$ cat src/rtl/stream_demux_1_to_4.sv
// -----------------------------------------------------------------------------
// stream_demux_1_to_4
//
// Registered 1-to-4 stream demultiplexer with a valid/ready handshake. Each
// input word goes to the output channel picked by in_select. Every channel has
// its own one-entry holding slot, so a stalled channel does not block words
// bound for the other channels. A slot that drains and reloads in the same
// cycle stays full, which gives one word per cycle per channel.
//
// Optional feature (compile-time macro DEMUX_BROADCAST_EN):
//   When defined, in_broadcast = 1 loads the word into all four slots. The
//   word is accepted only when all four slots are free. When not defined,
//   in_broadcast is ignored.
//
// Ports:
//   clk           single clock, rising-edge state updates
//   rst           asynchronous, active-high reset
//   in_valid      input word present
//   in_ready      the slot addressed by in_select (or every slot, for a
//                 broadcast) is free this cycle
//   in_data       input word
//   in_select     target channel 0..3
//   in_broadcast  broadcast request (only used with DEMUX_BROADCAST_EN)
//   out_valid     bit i: channel i slot holds a word
//   out_ready     bit i: downstream of channel i takes the word
//   out_data      channel i word at bits [i*DATA_WIDTH +: DATA_WIDTH]
//   accept_count  number of accepted input words, modulo 2^CNT_WIDTH
// -----------------------------------------------------------------------------
`timescale 1ns / 1ps

module stream_demux_1_to_4 #(
    parameter int DATA_WIDTH = 8,
    parameter int CNT_WIDTH  = 8
) (
    input  logic                    clk,
    input  logic                    rst,
    input  logic                    in_valid,
    output logic                    in_ready,
    input  logic [DATA_WIDTH-1:0]   in_data,
    input  logic [1:0]              in_select,
    input  logic                    in_broadcast,
    output logic [3:0]              out_valid,
    input  logic [3:0]              out_ready,
    output logic [4*DATA_WIDTH-1:0] out_data,
    output logic [CNT_WIDTH-1:0]    accept_count
);

    typedef enum logic {
        SLOT_EMPTY = 1'b0,
        SLOT_FULL  = 1'b1
    } slot_state_e;

    slot_state_e           state_q [4];
    slot_state_e           state_d [4];
    logic [DATA_WIDTH-1:0] data_q  [4];
    logic [DATA_WIDTH-1:0] data_d  [4];
    logic [CNT_WIDTH-1:0]  count_q;
    logic [CNT_WIDTH-1:0]  count_d;

    logic [3:0] slot_free;
    logic [3:0] load_mask;
    logic       bcast_sel;
    logic       accept;

`ifdef DEMUX_BROADCAST_EN
    assign bcast_sel = in_broadcast;
`else
    // The port stays on the interface so both builds share one pinout.
    logic unused_broadcast;
    assign unused_broadcast = in_broadcast;
    assign bcast_sel        = 1'b0;
`endif

    // A slot is free when it is empty or when its word leaves this cycle.
    always_comb begin
        // NOTE: every always_comb output gets a default first; a path that
        // leaves it unassigned would infer a latch.
        slot_free = 4'b0000;
        for (int i = 0; i < 4; i++) begin
            slot_free[i] = (state_q[i] == SLOT_EMPTY) || out_ready[i];
        end
    end

    // in_ready deliberately ignores in_valid so upstream may look at it first.
    assign in_ready = bcast_sel ? (&slot_free) : slot_free[in_select];
    assign accept   = in_valid & in_ready;

    always_comb begin
        load_mask = 4'b0000;
        if (accept) begin
            if (bcast_sel) begin
                load_mask = 4'b1111;
            end else begin
                load_mask[in_select] = 1'b1;
            end
        end
    end

    // Per-slot EMPTY/FULL next state. A load takes priority over a drain, so
    // drain+reload keeps the slot full with the new word.
    always_comb begin
        for (int i = 0; i < 4; i++) begin
            state_d[i] = state_q[i];
            data_d[i]  = data_q[i];
            if (load_mask[i]) begin
                state_d[i] = SLOT_FULL;
                data_d[i]  = in_data;
            end else if ((state_q[i] == SLOT_FULL) && out_ready[i]) begin
                // Data is left as is: out_data keeps its last word after a drain.
                state_d[i] = SLOT_EMPTY;
            end
        end
        count_d = count_q + CNT_WIDTH'(accept);
    end

    always_ff @(posedge clk or posedge rst) begin
        if (rst) begin
            // NOTE: the data slots are reset too, not just the valid bits,
            // because out_data must read zero after reset.
            for (int i = 0; i < 4; i++) begin
                state_q[i] <= SLOT_EMPTY;
                data_q[i]  <= '0;
            end
            count_q <= '0;
        end else begin
            // NOTE: sequential state uses non-blocking assignments only, so
            // every register samples the pre-edge values.
            for (int i = 0; i < 4; i++) begin
                state_q[i] <= state_d[i];
                data_q[i]  <= data_d[i];
            end
            count_q <= count_d;
        end
    end

    always_comb begin
        out_valid = 4'b0000;
        out_data  = '0;
        for (int i = 0; i < 4; i++) begin
            out_valid[i]                          = (state_q[i] == SLOT_FULL);
            out_data[i*DATA_WIDTH +: DATA_WIDTH]  = data_q[i];
        end
    end

    assign accept_count = count_q;

endmodule

$ cat config.mk
export PLATFORM = sky130hd
export DESIGN_NAME = stream_demux_1_to_4
export DESIGN_NICKNAME = d
export VERILOG_FILES = /design/src/rtl/stream_demux_1_to_4.sv
export SDC_FILE = /design/constraint.sdc
export NUM_CORES = 1
export LEC_CHECK = 0
export CELL_PAD_IN_SITES_DETAIL_PLACEMENT = 0
export CELL_PAD_IN_SITES_GLOBAL_PLACEMENT = 1
export CORE_ASPECT_RATIO = 0.9
export CORE_UTILIZATION = 35
export DETAILED_ROUTE_END_ITERATION = 6
export PLACE_DENSITY = 0.78
export SETUP_SLACK_MARGIN = 0.3
export SYNTH_ARGS = -nofsm -noshare
export SYNTH_HDL_FRONTEND = slang
export SYNTH_SLANG_ARGS = --single-unit
export TNS_END_PERCENT = 30
$ cat constraint.sdc
create_clock -name clk -period 1.9 [get_ports clk]
set_clock_uncertainty 0.05 [all_clocks]
set_input_delay 0.38 -clock clk [delete_from_list [all_inputs] [get_ports clk]]
set_output_delay 0.38 -clock clk [all_outputs]
set_load 0.05 [all_outputs]
# --- Word level (Yosys, flattened, before mapping) ---
# Index checks and enable logic that the tools add are counted.
word_totals:
  out_inout_bits: 45
  register_bits: 44
  input_bits: 18
  word_cells: 43
op_classes:
  bitwise_logic: 5
  reduce_logical: 13
  addsub: 1
  magnitude_cmp: 2
  muxes: 13
op_table:
  columns: ["cell", "n"]
  rows:
  - ["two-way mux 1 bit", 10]
  - ["adder 8 x 1 -> 8 bit", 1]
  - ["nonzero test 2 bit", 4]
  - ["logical AND 1 bit", 5]
  - ["logical OR 1 bit", 4]
  - ["two-way mux 4 bit", 1]
  - ["inverter 1 bit", 4]
  - ["< comparator 2 x 3 -> 1 bit (second input constant)", 1]
  - ["binary-select mux 1 bit (select 2 bit)", 1]
  - ["demux 1 bit (select 2 bit)", 1]
  - [">= comparator 2 x 1 -> 1 bit (second input constant)", 1]
  - ["AND 1 bit", 1]

# --- Logic depth before layout (Yosys ltp) ---
# Gate-level depths: netlist (run 1).
logic_depth:
  depth_word: 7
  ltp_mapped: 8
  ltp_nobuf: 7

# --- Worst setup path before layout (run 1) ---
# OpenSTA, ideal clock, no wires.
synth_timing:
  path_kind: "flip-flop to flip-flop"
  start: "register state_q (netlist bit out_valid[3])"
  end: "register count_q[7] (netlist: accept_count[7])"
  t_arrival_ns: 3.443
  path_stages_with_launch: 8
  synth_period_minus_slack_ns: 3.574
  required_time_ns: 1.768
  setup_slack_ns: -1.674
  setup_time_ns: 0.082
  n_path_buf: 0
  path_cell_list: "dfrtp_1 -> and4b_1 -> nor4_1 -> and2_2 -> ha_1 -> nand3_1 -> nor3_1 -> xor2_1"
synth_between:
  elab_chain_len: 6
synth_lines:
  columns: ["item", "line", "text"]
  rows:
  - ["start: declaration", "53", "slot_state_e state_q [4];"]
  - ["start signal: indexed assignment", "129", "state_q[i] <= state_d[i];"]
  - ["inverter 1 bit", "80", "slot_free[i] = (state_q[i] == SLOT_EMPTY) || out_ready[i];"]
  - ["logical OR 1 bit", "80", null]
  - ["binary-select mux 1 bit (select 2 bit)", "85", "assign in_ready = bcast_sel ? (&slot_free) : slot_free[in_select];"]
  - ["two-way mux 1 bit (not written as such)", "85", null]
  - ["net in_ready", "38", "output logic in_ready,"]
  - ["AND 1 bit", "86", "assign accept = in_valid & in_ready;"]
  - ["adder 8 x 1 -> 8 bit", "113", "count_d = count_q + CNT_WIDTH'(accept);"]
  - ["net count_d[7]", "58", "logic [CNT_WIDTH-1:0] count_d;"]
  - ["end signal: assignment", "132", "count_q <= count_d;"]
  - ["end: declaration", "57", "logic [CNT_WIDTH-1:0] count_q;"]
# The timed path passes the listed nets, and every way through them passes these cells. The select of a mux whose other input is x is not followed.
# A chain may end at the register's enable or synchronous reset.

# --- Worst setup path in the final report (run 1) ---
layout_timing:
  start: "register state_q (netlist bit out_valid[1])"
  end: "output port in_ready"
layout_between:
  elab_chain_len: 4
layout_lines:
  columns: ["item", "line"]
  rows:
  - ["inverter 1 bit", "80"]
  - ["logical OR 1 bit", "80"]
  - ["binary-select mux 1 bit (select 2 bit)", "85"]
  - ["two-way mux 1 bit (not written as such)", "85"]
  - ["end: declaration", "38"]
# No other way between the ends. The select of a mux whose other input is x is not followed.

==> impl_metrics.csv, run 1 <==
group,metric,value,unit
floorplanning,die-height,70.1,µm
cts,cts_root_buf,"sky130_fd_sc_hd__clkbuf_8",
synthesis,netlist_area,1800,µm²
finish,final_nets,220,
power,internal-power,0.00200,W
floorplanning,placeableCoreArea,4890,µm²
cts,cts_tree,"yes",
worst_setup_path,timing.critical_path.to_type,"output port",
worst_setup_path,worstPathMaxFanout,3,
placed_design,detailed_place_hpwl,3.08,mm
power,p_sw_share,44.1,%
grt,groute.usage.overall,16.7,%
routing,sum_of_routed_wire_length_over_all_layers,4.16,mm
placed_design,pre_cts_ws,-0.459,ns
grt,grt_max_degree,45,
sta,peak_freq,539,MHz
cts,clock_insertion_delay_worst_skew,0.29,ns
cts,clock_sink_count,44,
worst_setup_path,reg2reg_from,"out_valid[1]$_DFFE_PP0P_",
synthesis,synth_seq_cells,44,
cts,cts_inserted_buffers,5,
routing,postRouteAntennaNets,0,
status,outcome,"finished clean",
worst_setup_path,start_kind,"flop",
worst_setup_path,critical_path.startpoint,"out_valid[1]$_DFFE_PP0P_",
min_path,hold_path_class,"primary input to async pin",
power,share_comb_of_total_power,46.0,%
power,sequentialPowerShare,38.3,%
finish,drive_above_1_share,63.2,%
power,power.total,0.00357,W
sta,rsz0062_at_grt,"yes",
routing,detail_route.vias_per_cell,4.59,
worst_setup_path,crit_type,"flop to output port",
cts,clk_pin_slew,0.08,ns
routing,detail_route.iter0.violations,32,
sta,period_minus_slack,1.85,ns
floorplanning,design.portCount,63,
floorplanning,floorplan.initialDensity,36.8,%
finish,final_common_cell,"sky130_fd_sc_hd__buf_4",
placed_design,port-buffer-count,61,
sta,timing.max_slew.rel_slack,79.5,%
cts,clk_path_buf_depth,2,
placed_design,gp_congestion,0.829,
cts,cts_hold_repair.buffers,0,
power,leakage,1.31,nW
finish,antennaDiodeCount,0,
floorplanning,die_area,5440,µm²
synthesis,syn_avg_cell_area,15.2,µm²
finish,flow.area_growth_from_synthesis,51.9,%
routing,routed_wire_length_per_instance,15.6,µm
worst_setup_path,reg2reg_to,"accept_count[4]$_DFF_PP0_",
synthesis,synthesis.nets,139,
sta,finalSetupViolations,0,
routing,vias,1222,
run,maxCapViolCount,0,
worst_setup_path,worst_case_register_to_register_setup_slack,0.07,ns
floorplanning,placementRows,24,
worst_setup_path,timing.reg2reg.worst_path_depth,7,
worst_setup_path,crit_required,1.47,ns
synthesis,yosys_warnings,0,
finish,mostFrequentLayoutCells,"56 x sky130_fd_sc_hd__buf_4, 40 x sky130_fd_sc_hd__dfrtp_1, 24 x sky130_fd_sc_hd__mux2_2",
synthesis,synthCells,119,
routing,detailedRoute.firstPassIterationCount,3,
routing,drt_drc_violations_left,0,
power,pwr_density_cell,1300,nW/µm²
sta,fin_crit_sh,97.6,%
power,worst_ir_drop_vdd,0.000670,V
worst_setup_path,capture_point_of_the_critical_path,"in_ready",
worst_setup_path,crit_arrival,1.42,ns
sta,finalHoldViolations,0,
grt,antenna_found_initial,0,
synthesis,synth_seq_area_share,61.1,%
power,power.net_switching,0.00157,W
cts,cts_htree_levels,2,
grt,grt_pass1_vias,1332,
finish,fillCellCount,410,
sta,postLayoutSetupSlackWorst,0.0463,ns
synthesis,post_synth_num_cell_types,28,
grt,grt_overflow_total,0,
power,power.clock.fraction,15.8,%
grt,first_pass_grt_wire_length,6.86,mm
sta,timing_max_transition_violations_final,0,
sta,max_slew.worst_pin.slew,0.307,ns
floorplanning,chipWidth,77.7,µm
==> final cells by class <==
class	count	area [µm²]	share of cell area, %
Clock buffer	6	72.6	2.65
Tap cell	65	81.3	2.97
Clock inverter	2	12.5	0.457
Timing Repair Buffer	78	649	23.7
Sequential cell	44	1110	40.4
Multi-Input combinational cell	70	813	29.7
Inverter	1	3.75	0.137
==> metrics by stage <==
step           area, µm²  hold WS, ns  util, %  cells  TNS [ns]
3_5_place_dp        2560        0.411     52.3    255    -10.27
3_3_place_gp        2560        0.410     52.3    255     -8.95
5_1_grt             2740        0.391     56.0    266   -0.0303
4_1_cts             2690        0.376     55.0    264         0
6_report            2740        0.379     56.0    266         0
2_1_floorplan       1880        0.479        -    119     -2.83
==> critical path, stage by stage (launching register included) <==
cell	delay, ns
sky130_fd_sc_hd__dfrtp_2	0.42
sky130_fd_sc_hd__nor4bb_4	0.16
sky130_fd_sc_hd__nor4_4	0.34
sky130_fd_sc_hd__buf_6	0.21
==> sequential cells by signal, indices dropped and copies added (netlist names) <==
register      count
out_valid         4
out_data         32
accept_count      8
==> power groups by stage <==
stage / combinational (W) / clock (W) / sequential [W]
3_3_place_gp: 0.00156 / 0 / 0.00135
4_1_cts: 0.00162 / 0.000586 / 0.00136
6_report: 0.00164 / 0.000563 / 0.00137
3_5_place_dp: 0.00160 / 0 / 0.00136
5_1_grt: 0.00171 / 0.000638 / 0.00140
2_1_floorplan: 0.000316 / 0 / 0.00210
==> how the worst min path moves through the flow <==
stage | end | slack, ns | cells past startpoint
final | accept_count[7]$_DFF_PP0_ | 0.38 | 3
after global routing | accept_count[5]$_DFF_PP0_ | 0.39 | 3
after CTS | accept_count[4]$_DFF_PP0_ | 0.38 | 3
after detailed placement | accept_count[7]$_DFF_PP0_ | 0.41 | 1
after global placement | accept_count[7]$_DFF_PP0_ | 0.41 | 1
after floorplan | out_data[0]$_DFFE_PP0P_ | 0.48 | 1
==> kinds of logic (layout without fill, tap and decap cells) <==
logic type | Yosys count | after routing | synth area share, %
XOR/XNOR | 6 | 6 | 2.92
AND/OR/NAND/NOR | 30 | 30 | 11.0
flip-flops | 44 | 44 | 61.1
multiplexers | 32 | 32 | 21.7
adder cells (fa/ha/maj) | 2 | 2 | 1.39
buffers and inverters | 5 | 87 | 2.01
==> synth_stat cells <==
cell type                  count  area [µm²]
sky130_fd_sc_hd__nand3_1       4        20.0
sky130_fd_sc_hd__mux2_2       24         270
sky130_fd_sc_hd__and4b_1       1        10.0
sky130_fd_sc_hd__nor4bb_1      2        20.0
sky130_fd_sc_hd__buf_2         2        10.0
sky130_fd_sc_hd__nor2b_2       1        8.76
sky130_fd_sc_hd__and2b_1       1        7.51
sky130_fd_sc_hd__or2b_1        1        7.51
sky130_fd_sc_hd__or3b_1        1        8.76
sky130_fd_sc_hd__mux2_4        8         120
sky130_fd_sc_hd__xor2_1        3        26.3
sky130_fd_sc_hd__and3_1        1        6.26
sky130_fd_sc_hd__inv_1         1        3.75
sky130_fd_sc_hd__nand2b_1      2        12.5
sky130_fd_sc_hd__nor3_1        1        5.00
sky130_fd_sc_hd__xnor2_1       3        26.3
sky130_fd_sc_hd__ha_1          2        25.0
sky130_fd_sc_hd__nor2_1        1        3.75
sky130_fd_sc_hd__or2_2         1        6.26
sky130_fd_sc_hd__nor4_1        1        6.26
sky130_fd_sc_hd__and2_2        1        7.51
sky130_fd_sc_hd__nand2_1       6        22.5
sky130_fd_sc_hd__and3_2        1        7.51
sky130_fd_sc_hd__nor3_4        1        16.3
sky130_fd_sc_hd__buf_6         2        22.5
sky130_fd_sc_hd__nor2b_1       2        12.5
sky130_fd_sc_hd__dfrtp_1      44        1100
sky130_fd_sc_hd__nor4b_1       1        8.76
==> metal layers <==
metal / vias up / share of wire, % / wire length, µm / global-route usage [%]
li1: 574 / - / - / -
met1: 602 / 43 / 1790 / 21.2
met2: 42 / 50 / 2080 / 27.2
met3: 4 / 6.3 / 260 / 5.62
met4: 0 / 0.65 / 27 / 4.40
met5: - / 0 / 0 / 0
==> timing repair <==
action                     in CTS  in global routing
pin swaps                       5                  3
setup endpoints to repair      43                 21
setup buffers                   1                  2
gates resized for setup        24                  6
Power figures use the tool's default switching activity.
==> run 2: changes to the inputs <==
Settings changed: PLACE_DENSITY 0.78 to 0.82, TNS_END_PERCENT 30 to default.
==> run 2 against run 1 <==
  * Sequential cell count did not move
  * Via count rose by 5.6%
  * Final cell count rose by 1.5%
  * Global-route usage rose by 0.085 points
  * Core utilization rose by 1.7 points
  * Count of clock-buffer cells in the layout rose by 1
  * Sequential share of layout area fell by 1.2 points
  * Design area rose by 3.1%
==> impl_metrics.csv, run 2 (synthesis results as in run 1) <==
group,metric,value,unit
status,outcome,"finished clean",
sta,peak_freq,529,MHz
power,worst_ir_drop_vdd,0.000800,V
worst_setup_path,crit_type,"flop to output port",
cts,cts_hold_repair.buffers,0,
sta,max_slew.worst_pin.slew,0.397,ns
floorplanning,placementRows,24,
routing,vias,1290,
grt,groute.usage.overall,16.8,%
finish,drive_above_1_share,63.2,%
sta,fin_crit_sh,99.5,%
finish,largest_register_ff_count,32,
routing,postRouteAntennaNets,0,
sta,setup-tns-final,0,ns
sta,rsz0062_at_grt,"yes",
sta,timing.max_slew.rel_slack,73.5,%
cts,cts_inserted_buffers,5,
grt,antenna_found_initial,1,
routing,detail_route.vias_per_cell,4.78,
grt,first_pass_grt_wire_length,7.02,mm
placed_design,gp_congestion,0.776,
sta,postLayoutSetupSlackWorst,0.00965,ns
finish,final_common_cell,"sky130_fd_sc_hd__buf_4",
floorplanning,placeableCoreArea,4890,µm²
worst_setup_path,worst_path_largest_cell_delay,0.41,ns
finish,final_nets,223,
sta,finalSetupViolations,0,
floorplanning,die-height,70.1,µm
floorplanning,die_area,5440,µm²
sta,timing_max_transition_violations_final,0,
power,pwr_density_cell,1280,nW/µm²
cts,clk_path_buf_depth,2,
worst_setup_path,worstPathMaxFanout,2,
floorplanning,floorplan.initialDensity,36.8,%
floorplanning,design.portCount,63,
cts,cts_root_buf,"sky130_fd_sc_hd__clkbuf_8",
placed_design,pre_cts_ws,-0.467,ns
worst_setup_path,timing.critical_path.to_type,"output port",
routing,detailedRoute.firstPassIterationCount,5,
sta,finalHoldViolations,0,
floorplanning,chipWidth,77.7,µm
placed_design,detailed_place_hpwl,3.03,mm
worst_setup_path,crit_arrival,1.46,ns
sta,period_minus_slack,1.89,ns
sta,timing.hold.ws,0.337,ns
worst_setup_path,start_kind,"flop",
run,maxCapViolCount,0,
min_path,hold_path_class,"primary input to async pin",
worst_setup_path,cp_slowest_cell,"sky130_fd_sc_hd__dfrtp_2",
cts,clk_pin_slew,0.08,ns
routing,routed_wire_length_per_instance,16.1,µm
grt,grt_pass1_vias,1393,
power,leakage,1.34,nW
worst_setup_path,cp_cell_sequence,"nor4bb_4 -> nor4_4 -> buf_4 -> buf_8",
cts,clock_insertion_delay_worst_skew,0.29,ns
cts,cts_tree,"yes",
placed_design,port-buffer-count,61,
routing,drt_drc_violations_left,0,
routing,sum_of_routed_wire_length_over_all_layers,4.36,mm
grt,grt_max_degree,29,
cts,cts_htree_levels,2,
cts,clock_sink_count,44,
finish,mostFrequentLayoutCells,"56 x sky130_fd_sc_hd__buf_4, 40 x sky130_fd_sc_hd__dfrtp_1, 16 x sky130_fd_sc_hd__mux2_2, 16 x sky130_fd_sc_hd__mux2_4, 9 x sky130_fd_sc_hd__clkdlybuf4s50_1",
worst_setup_path,worst_case_register_to_register_setup_slack,0.06,ns
finish,flow.area_growth_from_synthesis,56.6,%
grt,grt_overflow_total,0,
routing,detail_route.iter0.violations,44,
worst_setup_path,crit_required,1.47,ns
[run 2: final timing paths]
path	endpoint	depth (start not counted)	startpoint
worst max-delay path	in_ready	4	out_valid[1]$_DFFE_PP0P_
worst min-delay path	accept_count[7]$_DFF_PP0_	2	rst
worst max register to register	accept_count[6]$_DFF_PP0_	8	out_valid[1]$_DFFE_PP0P_
worst min register to register	accept_count[7]$_DFF_PP0_	1	accept_count[7]$_DFF_PP0_
max in group asynchronous	out_data[3]$_DFFE_PP0P_	3	rst
min in group clk	accept_count[7]$_DFF_PP0_	1	accept_count[7]$_DFF_PP0_
[run 2: power breakdown]
| part | leakage (nW) | switching (W) | internal [W] |
|---|---|---|---|
| logic | 0.774 | 0.00106 | 0.000602 |
| registers | 0.526 | 0.000198 | 0.00116 |
| clock network | 0.0445 | 0.000315 | 0.000296 |
[run 2: metal layers]
layer	track usage, %	wire, µm	up-vias	part of all wire, %
li1	-	-	586	-
met1	22.5	1900	643	44
met2	25.7	2050	52	47
met3	6.01	332	9	7.6
met4	4.61	80	0	1.8
met5	0	0	-	0
[run 2: worst max-delay path: cells and delay by family (launching register included)]
family / cells / cell delay [ns]
flops: 1 / 0.41
buf+inv: 2 / 0.29
simple gates: 2 / 0.46
[run 2: what timing repair did]
| action | in CTS | in global routing |
|---|---|---|
| setup buffers | 4 | 3 |
| gates cloned | 0 | 1 |
| pin swaps | 6 | 4 |
| gates resized for setup | 25 | 16 |
| endpoints found under the setup margin | 42 | 24 |
[run 2: area by class of cell]
type	instances	area, µm²
clock inverters	1	7.51
clock buffers	7	86.3
well taps	65	81.3
multi-input cells	70	832
flip-flops and latches	44	1110
repair buffers	81	704
diodes	1	2.50
fillers	392	2070
inverters	1	3.75
[run 2: through the flow]
step | power, W | std cells | util [%] | cell area [µm²]
floorplan | 0.00242 | 119 | - | 1880
global placement | 0.00291 | 253 | 52.0 | 2550
detailed placement | 0.00295 | 253 | 52.0 | 2550
CTS | 0.00359 | 265 | 55.4 | 2710
global route | 0.00379 | 270 | 57.7 | 2820
finish | 0.00363 | 270 | 57.7 | 2820
